`src/rtl/fetch_pkg.sv`:
```
// Shared types and constants for the instruction fetch stage.
// Entry widths match the default 8-bit byte address and 32-bit instruction word.
package fetch_pkg;

  localparam int FETCH_ADDR_BITS = 8;
  localparam int FETCH_WORD_BITS = 32;
  localparam int INST_BYTES      = 4;

  typedef enum logic {
    IDLE  = 1'b0,
    FETCH = 1'b1
  } fetch_state_t;

  typedef struct packed {
    logic [FETCH_WORD_BITS-1:0] inst;
    logic [FETCH_ADDR_BITS-1:0] pc;
  } fetch_entry_t;

endpackage

```
`src/rtl/fetch_queue.sv`:
```
// Synchronous FIFO of fetched {inst, pc} entries with a single-cycle flush.
// Latency: a push is visible at the head the following cycle; no bypass.
// Backpressure: full blocks pushes unless a pop happens in the same cycle.
module fetch_queue
  import fetch_pkg::*;
#(
  parameter int DEPTH = 2
) (
  input  logic         clk,
  input  logic         rst,
  input  logic         flush,
  input  logic         push,
  input  logic         pop,
  input  fetch_entry_t wr_entry,
  output fetch_entry_t head,
  output logic         full,
  output logic         empty
);

  localparam int PTR_BITS = $clog2(DEPTH);
  localparam int CNT_BITS = PTR_BITS + 1;

  fetch_entry_t        mem [DEPTH];
  logic [PTR_BITS-1:0] wr_ptr;
  logic [PTR_BITS-1:0] rd_ptr;
  logic [CNT_BITS-1:0] count;

  always_ff @(posedge clk) begin
    if (rst || flush) begin
      wr_ptr <= '0;
      rd_ptr <= '0;
      count  <= '0;
    end else begin
      if (push) wr_ptr <= wr_ptr + PTR_BITS'(1);
      if (pop)  rd_ptr <= rd_ptr + PTR_BITS'(1);
      case ({push, pop})
        2'b10:   count <= count + CNT_BITS'(1);
        2'b01:   count <= count - CNT_BITS'(1);
        default: count <= count;
      endcase
    end
  end

  // Storage needs no reset; occupancy alone decides what is visible.
  always_ff @(posedge clk) begin
    if (push) mem[wr_ptr] <= wr_entry;
  end

  assign empty = (count == '0);
  assign full  = (count == CNT_BITS'(DEPTH));
  assign head  = empty ? '0 : mem[rd_ptr];

endmodule

```
`src/rtl/instruction_fetch_unit.sv`:
```
// Fetch stage: PC register, IDLE/FETCH FSM, redirect/flush handling and fetch queue.
// Optional macro FETCH_PERF_EN adds saturating push and full-stall counters.
// Latency: fetch to decode-visible is one cycle; redirect to target at head is two cycles.
module instruction_fetch_unit
  import fetch_pkg::*;
#(
  parameter int                  ADDR_BITS   = FETCH_ADDR_BITS,
  parameter int                  WORD_BITS   = FETCH_WORD_BITS,
  parameter logic [ADDR_BITS-1:0] RESET_PC   = '0,
  parameter int                  QUEUE_DEPTH = 2
) (
  input  logic                 clk,
  input  logic                 rst,
  input  logic                 fetch_en,
  output logic [ADDR_BITS-1:0] imem_address,
  input  logic [WORD_BITS-1:0] imem_rd_data,
  input  logic                 redirect_valid,
  input  logic [ADDR_BITS-1:0] redirect_pc,
  output logic                 inst_valid,
  input  logic                 inst_ready,
  output logic [WORD_BITS-1:0] inst_data,
  output logic [ADDR_BITS-1:0] inst_pc
`ifdef FETCH_PERF_EN
  ,
  output logic [31:0]          perf_fetched,
  output logic [31:0]          perf_stall
`endif
);

  fetch_state_t         state, state_next;
  logic [ADDR_BITS-1:0] pc;
  logic                 pop, push, full, empty;
  fetch_entry_t         wr_entry, head;

  always_ff @(posedge clk) begin
    if (rst) state <= IDLE;
    else     state <= state_next;
  end

  always_comb begin
    state_next = state;
    case (state)
      IDLE:    if (fetch_en)  state_next = FETCH;
      FETCH:   if (!fetch_en) state_next = IDLE;
      default: state_next = IDLE;
    endcase
  end

  assign pop  = inst_valid & inst_ready;
  assign push = (state == FETCH) & ~redirect_valid & (~full | pop);

  // Low address bits of a redirect target are dropped to keep the PC word aligned.
  always_ff @(posedge clk) begin
    if (rst)                 pc <= RESET_PC;
    else if (redirect_valid) pc <= redirect_pc & ~ADDR_BITS'(3);
    else if (push)           pc <= pc + ADDR_BITS'(INST_BYTES);
  end

  assign wr_entry.inst = imem_rd_data;
  assign wr_entry.pc   = pc;

  fetch_queue #(.DEPTH(QUEUE_DEPTH)) u_queue (
    .clk      (clk),
    .rst      (rst),
    .flush    (redirect_valid),
    .push     (push),
    .pop      (pop),
    .wr_entry (wr_entry),
    .head     (head),
    .full     (full),
    .empty    (empty)
  );

  assign imem_address = pc;
  assign inst_valid   = ~empty;
  assign inst_data    = head.inst;
  assign inst_pc      = head.pc;

`ifdef FETCH_PERF_EN
  logic stall;
  assign stall = (state == FETCH) & full & ~pop & ~redirect_valid;

  always_ff @(posedge clk) begin
    if (rst) begin
      perf_fetched <= '0;
      perf_stall   <= '0;
    end else begin
      if (push && perf_fetched != '1)  perf_fetched <= perf_fetched + 32'd1;
      if (stall && perf_stall != '1)   perf_stall   <= perf_stall + 32'd1;
    end
  end
`endif

endmodule
```
`config.mk`:
```
export PLATFORM = sky130hd
export DESIGN_NAME = instruction_fetch_unit
export DESIGN_NICKNAME = d
export VERILOG_FILES = /design/src/rtl/fetch_pkg.sv /design/src/rtl/fetch_queue.sv /design/src/rtl/instruction_fetch_unit.sv
export SDC_FILE = /design/constraint.sdc
export NUM_CORES = 1
export LEC_CHECK = 0
export ABC_CLOCK_PERIOD_IN_PS = 3430
export BUFFER_PORTS_ARGS = -buffer_cell sky130_fd_sc_hd__buf_2
export CORE_MARGIN = 4
export CORE_UTILIZATION = 47
export DETAILED_ROUTE_END_ITERATION = 10
export GPL_TIMING_DRIVEN = 1
export PLACE_DENSITY = 0.82
export SETUP_SLACK_MARGIN = 0.2
export SKIP_CTS_REPAIR_TIMING = 1
export SYNTH_ARGS = -nofsm -noshare
export SYNTH_HDL_FRONTEND = slang
export SYNTH_HIERARCHICAL = 1
export SYNTH_SLANG_ARGS = --single-unit
```
`constraint.sdc`:
```
create_clock -name clk -period 3.43 [get_ports clk]
set_input_delay 0.686 -clock clk [delete_from_list [all_inputs] [get_ports clk]]
set_output_delay 0.686 -clock clk [all_outputs]
set_load 0.1 [all_outputs]
```
Word level (Yosys, flattened, before mapping)
Memory sizes are Yosys's and may differ from the RTL's. A register that Yosys moved wholly into a read port is not among the register bits.
Index checks and enable logic that the tools add are counted.
{"block": "totals", "inputBits": 45, "ff_bits": 13, "wordCells": 36, "out_inout_bits": 49, "n_memories": 1, "mem_bits_rw": 80}
{"name": "u_queue.mem", "depth": 2, "word_bits": 40, "rd": 1, "rd_ports_with_merged_regs": 1, "write_ports": 1, "line": "fetch_queue.sv:23", "text": "fetch_entry_t mem [DEPTH];"}
{"block": "op_classes", "mux": 9, "n_eq_ne": 3, "n_reduce_logical": 5, "addsub": 5, "bitwise_logic": 7}
{"operator": "two-way mux 40 bit", "count": 1}
{"operator": "two-way mux 8 bit", "count": 2}
{"operator": "adder 8 x 3 -> 8 bit, second input constant", "count": 1}
{"operator": "two-way mux 1 bit", "count": 5}
{"operator": "equality test 2 bit, second input constant", "count": 2}
{"operator": "case mux 2 bit (2 select lines)", "count": 1}
{"operator": "nonzero test 2 bit", "count": 2}
{"operator": "AND 1 bit", "count": 3}
{"operator": "inverter 1 bit", "count": 3}
{"operator": "adder 1 bit, second input constant", "count": 2}
{"operator": "adder 2 x 1 -> 2 bit, second input constant", "count": 1}
{"operator": "equality test 2 x 1 -> 1 bit, second input constant", "count": 1}
{"operator": "zero test 2 bit", "count": 1}
{"operator": "OR reduction 2 bit", "count": 1}
{"operator": "subtractor 2 x 1 -> 2 bit, second input constant", "count": 1}
{"operator": "logical OR 1 bit", "count": 1}
{"operator": "bitwise OR 1 bit", "count": 1}

Logic depth before layout (Yosys ltp)
{"block": "logic_depth", "depth_word": 7, "depth_mapped": 10, "depth_no_buf": 9}

Modules after synthesis
Netlist, hierarchy kept.
{"mod": "fetch_queue", "seq_area_each_um2": 2502.4, "n_inst": 1, "cells_each": 191, "area_each_um2": 3204.3}
{"mod": "instruction_fetch_unit", "seq_area_each_um2": 140.1, "n_inst": 1, "cells_each": 46, "area_each_um2": 411.6}

Worst setup path before layout
No wires, ideal clock.
{"block": "synth_timing", "path_type": "in2reg", "startpoint": "in redirect_valid", "endpoint": "mem u_queue/mem[0][0] (netlist name), enable pin", "cell_stages": 5, "path_buffers": 1, "path_slack_ns": -0.005, "t_required_ns": 2.992, "t_arrival_ns": 2.998, "setup_ns": 0.438, "path_cell_list": "inv_1 clkbuf_1 and2_1 inv_1 nor2_1"}
{"block": "synth_via", "elab_chain_len": 5}
{"element": "start: declaration", "line": "instruction_fetch_unit.sv:17", "text": "input logic redirect_valid,"}
{"element": "inverter 1 bit", "line": "instruction_fetch_unit.sv:50", "text": "assign push = (state == FETCH) & ~redirect_valid & (~full | pop);"}
{"element": "AND 1 bit (2 in a row)", "line": "instruction_fetch_unit.sv:50"}
{"element": "via push", "line": "instruction_fetch_unit.sv:32", "text": "logic pop, push, full, empty;"}
{"element": "two-way mux 1 bit", "line": "fetch_queue.sv:46", "text": "if (push) mem[wr_ptr] <= wr_entry;"}
{"element": "two-way mux 1 bit (implied by the code)", "line": "fetch_queue.sv:46"}
{"element": "end: declaration", "line": "fetch_queue.sv:23"}
The timed path passes the listed nets, and every way through them passes these cells.

Worst setup path in the final report
{"block": "layout_timing", "startpoint": "reg u_queue.count[1]", "endpoint": "reg u_queue.count[1]"}
{"block": "layout_via", "elab_chain_len": 7, "elab_cells_between_ends": 13, "classes_between": "2 x add/sub; 3 x eq/ne; 1 x mux; 5 x bitwise; 2 x reduce/logical"}
{"element": "start: declaration", "line": "fetch_queue.sv:26", "text": "logic [CNT_BITS-1:0] count;"}
{"element": "start signal: assignment", "line": "fetch_queue.sv:37", "text": "2'b10: count <= count + CNT_BITS'(1);"}
{"element": "start signal: assignment", "line": "fetch_queue.sv:38", "text": "2'b01: count <= count - CNT_BITS'(1);"}
{"element": "start signal: assignment", "line": "fetch_queue.sv:39", "text": "default: count <= count;"}
{"element": "zero test 2 bit *", "line": "fetch_queue.sv:49", "text": "assign empty = (count == '0);"}
{"element": "via empty", "line": "instruction_fetch_unit.sv:32"}
{"element": "inverter 1 bit *", "line": "instruction_fetch_unit.sv:75", "text": "assign inst_valid = ~empty;"}
{"element": "AND 1 bit *", "line": "instruction_fetch_unit.sv:49", "text": "assign pop = inst_valid & inst_ready;"}
{"element": "bitwise OR 1 bit *", "line": "instruction_fetch_unit.sv:50"}
{"element": "AND 1 bit *", "line": "instruction_fetch_unit.sv:50"}
{"element": "via push", "line": "instruction_fetch_unit.sv:32"}
{"element": "equality test 2 x 1 -> 1 bit / equality test 2 bit (equally long branches)", "line": "fetch_queue.sv:36", "text": "case ({push, pop})"}
{"element": "case mux 2 bit (2 select lines) / nonzero test 2 bit (equally long branches)"}
The timed path passes the listed nets; every way through them passes the cells marked *.
A chain may end at the register's enable or synchronous reset.

==> metrics.csv <==
stage,metric,value,unit
run_status,status,"finished, final reports clean",
hold_path,Hold WC Path Type,flop to flop,
clock_tree,CTS tree,yes,
synthesis,post-synth cell types,28,
worst_setup_path,R2R Setup Slk,0.61,ns
timing,RSZ-0062 raised after global routing,false,
worst_setup_path,worst path arrival time,3.07,ns
synthesis,sequential area share after synthesis,0.731,
timing,Min Hold Slack,0.520,ns
clock_tree,Clock Sinks,92,
hold_path,hold path depth,0,
grt,largest net degree at the start of global routing,43,
worst_setup_path,reg2reg end,u_queue/count[1],
clock_tree,clk_lat worst skew,0.33,ns
synthesis,YS warnings,6,
detailed_routing,initial DRC count,102,
timing,Slew Limit Headroom,0.342,
synthesis,cells after synthesis,237,
grt,global route overflow,0,
timing,f_max,355,MHz
detailed_routing,drt first pass iters,4,
worst_setup_path,Crit path required time,3.68,ns
worst_setup_path,worst path cell trace,nor2_4 -> nand2b_4 -> a21boi_4 -> and2_1 -> inv_1 -> ha_1 -> or3_1 -> a211oi_1,
die,Ports,94,
place,DP Worst Slack,0.531,ns
timing,Setup Viol. Count Final,0,
worst_setup_path,startpoint class of the critical path,flop,
cells_and_area,most frequent cells in the layout,"buf_2 (89), edfxtp_1 (80), nor2_1 (45)",
synthesis,fraction of registers with async set/reset,0,
cells_and_area,"commonest non-fill, non-tap cell in the layout",buf_2,
grt,global-route wire length before repair,9870,µm
clock_tree,Root Buffer,clkbuf_8,
hold_path,Hold Path Origin,imem_address[7],
worst_setup_path,"slowest stage delay, CP",0.78,ns
pwr,Static Leak,1.64,nW
grt,initial antenna violation count,0,
grt,GR Util All Layers,0.144,
die,Die ar.,0.00916,mm²
detailed_routing,Routed WL per cell,14.7,µm
die,die width,95.7,µm
clock_tree,Num CTS Buffers,9,
synthesis,"Cell Area, Synth",0.00362,mm²
timing,final setup margin,0.610,ns
worst_setup_path,CP endpoint kind,flop,
worst_setup_path,R2R Path Start,u_queue/count[1],
place,post-DP HPWL,4460,µm
die,Row Count,31,
timing,Setup TNS Final,0,ns
timing,min cycle time layout,2.82,ns
pwr,Pwr per Cell Area,470,mW/mm²
timing,worst clock skew,0.00918,ns
detailed_routing,via count of the routed design,2176,
die,DIE HEIGHT,95.7,µm
die,Initial Util,0.491,
synthesis,Post-synth top flop,edfxtp_1,
place,gpl congestion,0.810,
synthesis,Post-synth EDFFs,80,
grt,number of global-route vias before repair,2108,
cells_and_area,post-route core utilization,0.592,
flow_run,max_cap viols,0,
clock_tree,Max clock buf depth,2,
place,IO buf count,89,
synthesis,syn avg cell area,15.3,µm²
hold_path,hold endpoint,u_queue/mem[0][7],
detailed_routing,DRT Wirelength,6420,µm
detailed_routing,vias per cell,4.99,
detailed_routing,antenna-violating nets left,0,
worst_setup_path,Crit Path Category,flop to flop,
cells_and_area,antenna diode count,0,
synthesis,#FFs+latches synth,92,
cells_and_area,nets@finish,381,
cells_and_area,share of layout cells above drive strength 1,0.338,
timing,worst-margin pin slew,0.985,ns
cells_and_area,P&R area growth vs syn,20.7,%
timing,Slew Limit Fails,0,
detailed_routing,Post-route DRC,0,
worst_setup_path,reg2reg path depth,8,
worst_setup_path,CP max stage cell,nor2_4,
die,core box area,0.00737,mm²
timing,final hold violation count,0,
pwr,"Power, Total",0.00205,W
worst_setup_path,CP max FO,42,
clock_tree,Max H-tree Level,3,
pwr,Max VDD drop,244,µV
clock_tree,Worst-path clk slew,0.08,ns
timing,period utilization,0.822,
flip-flops by register name, summed over array words and instances (netlist names), named ones only:
name            cells
imem_address        6
u_queue/mem        80
u_queue/wr_ptr      1
state               1
u_queue/count       2
u_queue/rd_ptr      1
worst max-delay path by stage:
stage                     startpoint  slack (ns)           endpoint  cells after the start
floorplan             redirect_valid        0.67  u_queue/mem[0][0]                      5
global placement    u_queue/count[0]        0.65   u_queue/count[1]                      8
detailed placement  u_queue/count[0]        0.53   u_queue/count[1]                      8
CTS                 u_queue/count[0]        0.55   u_queue/count[1]                      8
global route        u_queue/count[0]        0.40   u_queue/count[1]                      8
finish              u_queue/count[1]        0.61   u_queue/count[1]                      8
per-stage QoR:
step | std cells | cell area [µm²]
after floorplan | 242 | 3640
after CTS | 436 | 4370
after global routing | 436 | 4370
after global placement | 422 | 4220
final | 436 | 4370
after detailed placement | 422 | 4220
area by class of cell:
type                            instances  area (µm²)
Sequential cell                        92        2640
Clock buffer                           10         128
Tap cell                               99         124
Timing Repair Buffer                   93         500
Fill cell                             624        3000
Multi-Input combinational cell        134         936
Clock inverter                          4        18.8
Inverter                                4        15.0
metal layers:
metal / routed length [µm] / up-vias / global-route usage
met2: 3380 / 69 / 0.258
met1: 2570 / 1047 / 0.166
met5: 0 / - / 0
li1: - / 1051 / -
met4: 83 / 0 / 0.0533
met3: 380 / 9 / 0.0375
logic make-up (layout without fill, tap and decap cells):
family                   Yosys count  in the layout  synth area share
adder cells (fa/ha/maj)            2              2           0.00692
buffers and inverters             16            111            0.0201
other                              1              6           0.00104
AND/OR/NAND/NOR                   62             62            0.0747
multiplexers                      41             41             0.113
XOR/XNOR                           9              9            0.0218
flip-flops                        92             92             0.731
AO/OA/AOI/OAI                     14             14            0.0311
synth_stat cells, types with 2 or more instances:
cell / instances / area share
buf_4: 2 / 0.0042
clkbuf_1: 6 / 0.0062
and2_1: 2 / 0.0035
inv_1: 4 / 0.0042
buf_2: 4 / 0.0055
nor2_1: 47 / 0.049
nand4_1: 2 / 0.0035
a211oi_1: 6 / 0.012
nand3_1: 2 / 0.0028
nor3_1: 4 / 0.0055
dfxtp_1: 12 / 0.066
xnor2_1: 8 / 0.019
edfxtp_1: 80 / 0.66
ha_1: 2 / 0.0069
a21oi_1: 3 / 0.0042
mux2i_1: 41 / 0.11
power by group:
part / total, W / switching (W) / internal [W]
sequential: 0.00125 / 0.0000143 / 0.00124
combinational: 0.000226 / 0.000175 / 0.0000509
clock: 0.000571 / 0.000321 / 0.000249
critical path: cells and delay by family (launching register included):
family | cells | cell delay [ns]
simple gates | 4 | 1.68
flops | 1 | 0.36
compound gates | 2 | 0.30
fa+ha+maj | 1 | 0.28
buf+inv | 1 | 0.12
Power figures use the tool's default switching activity.
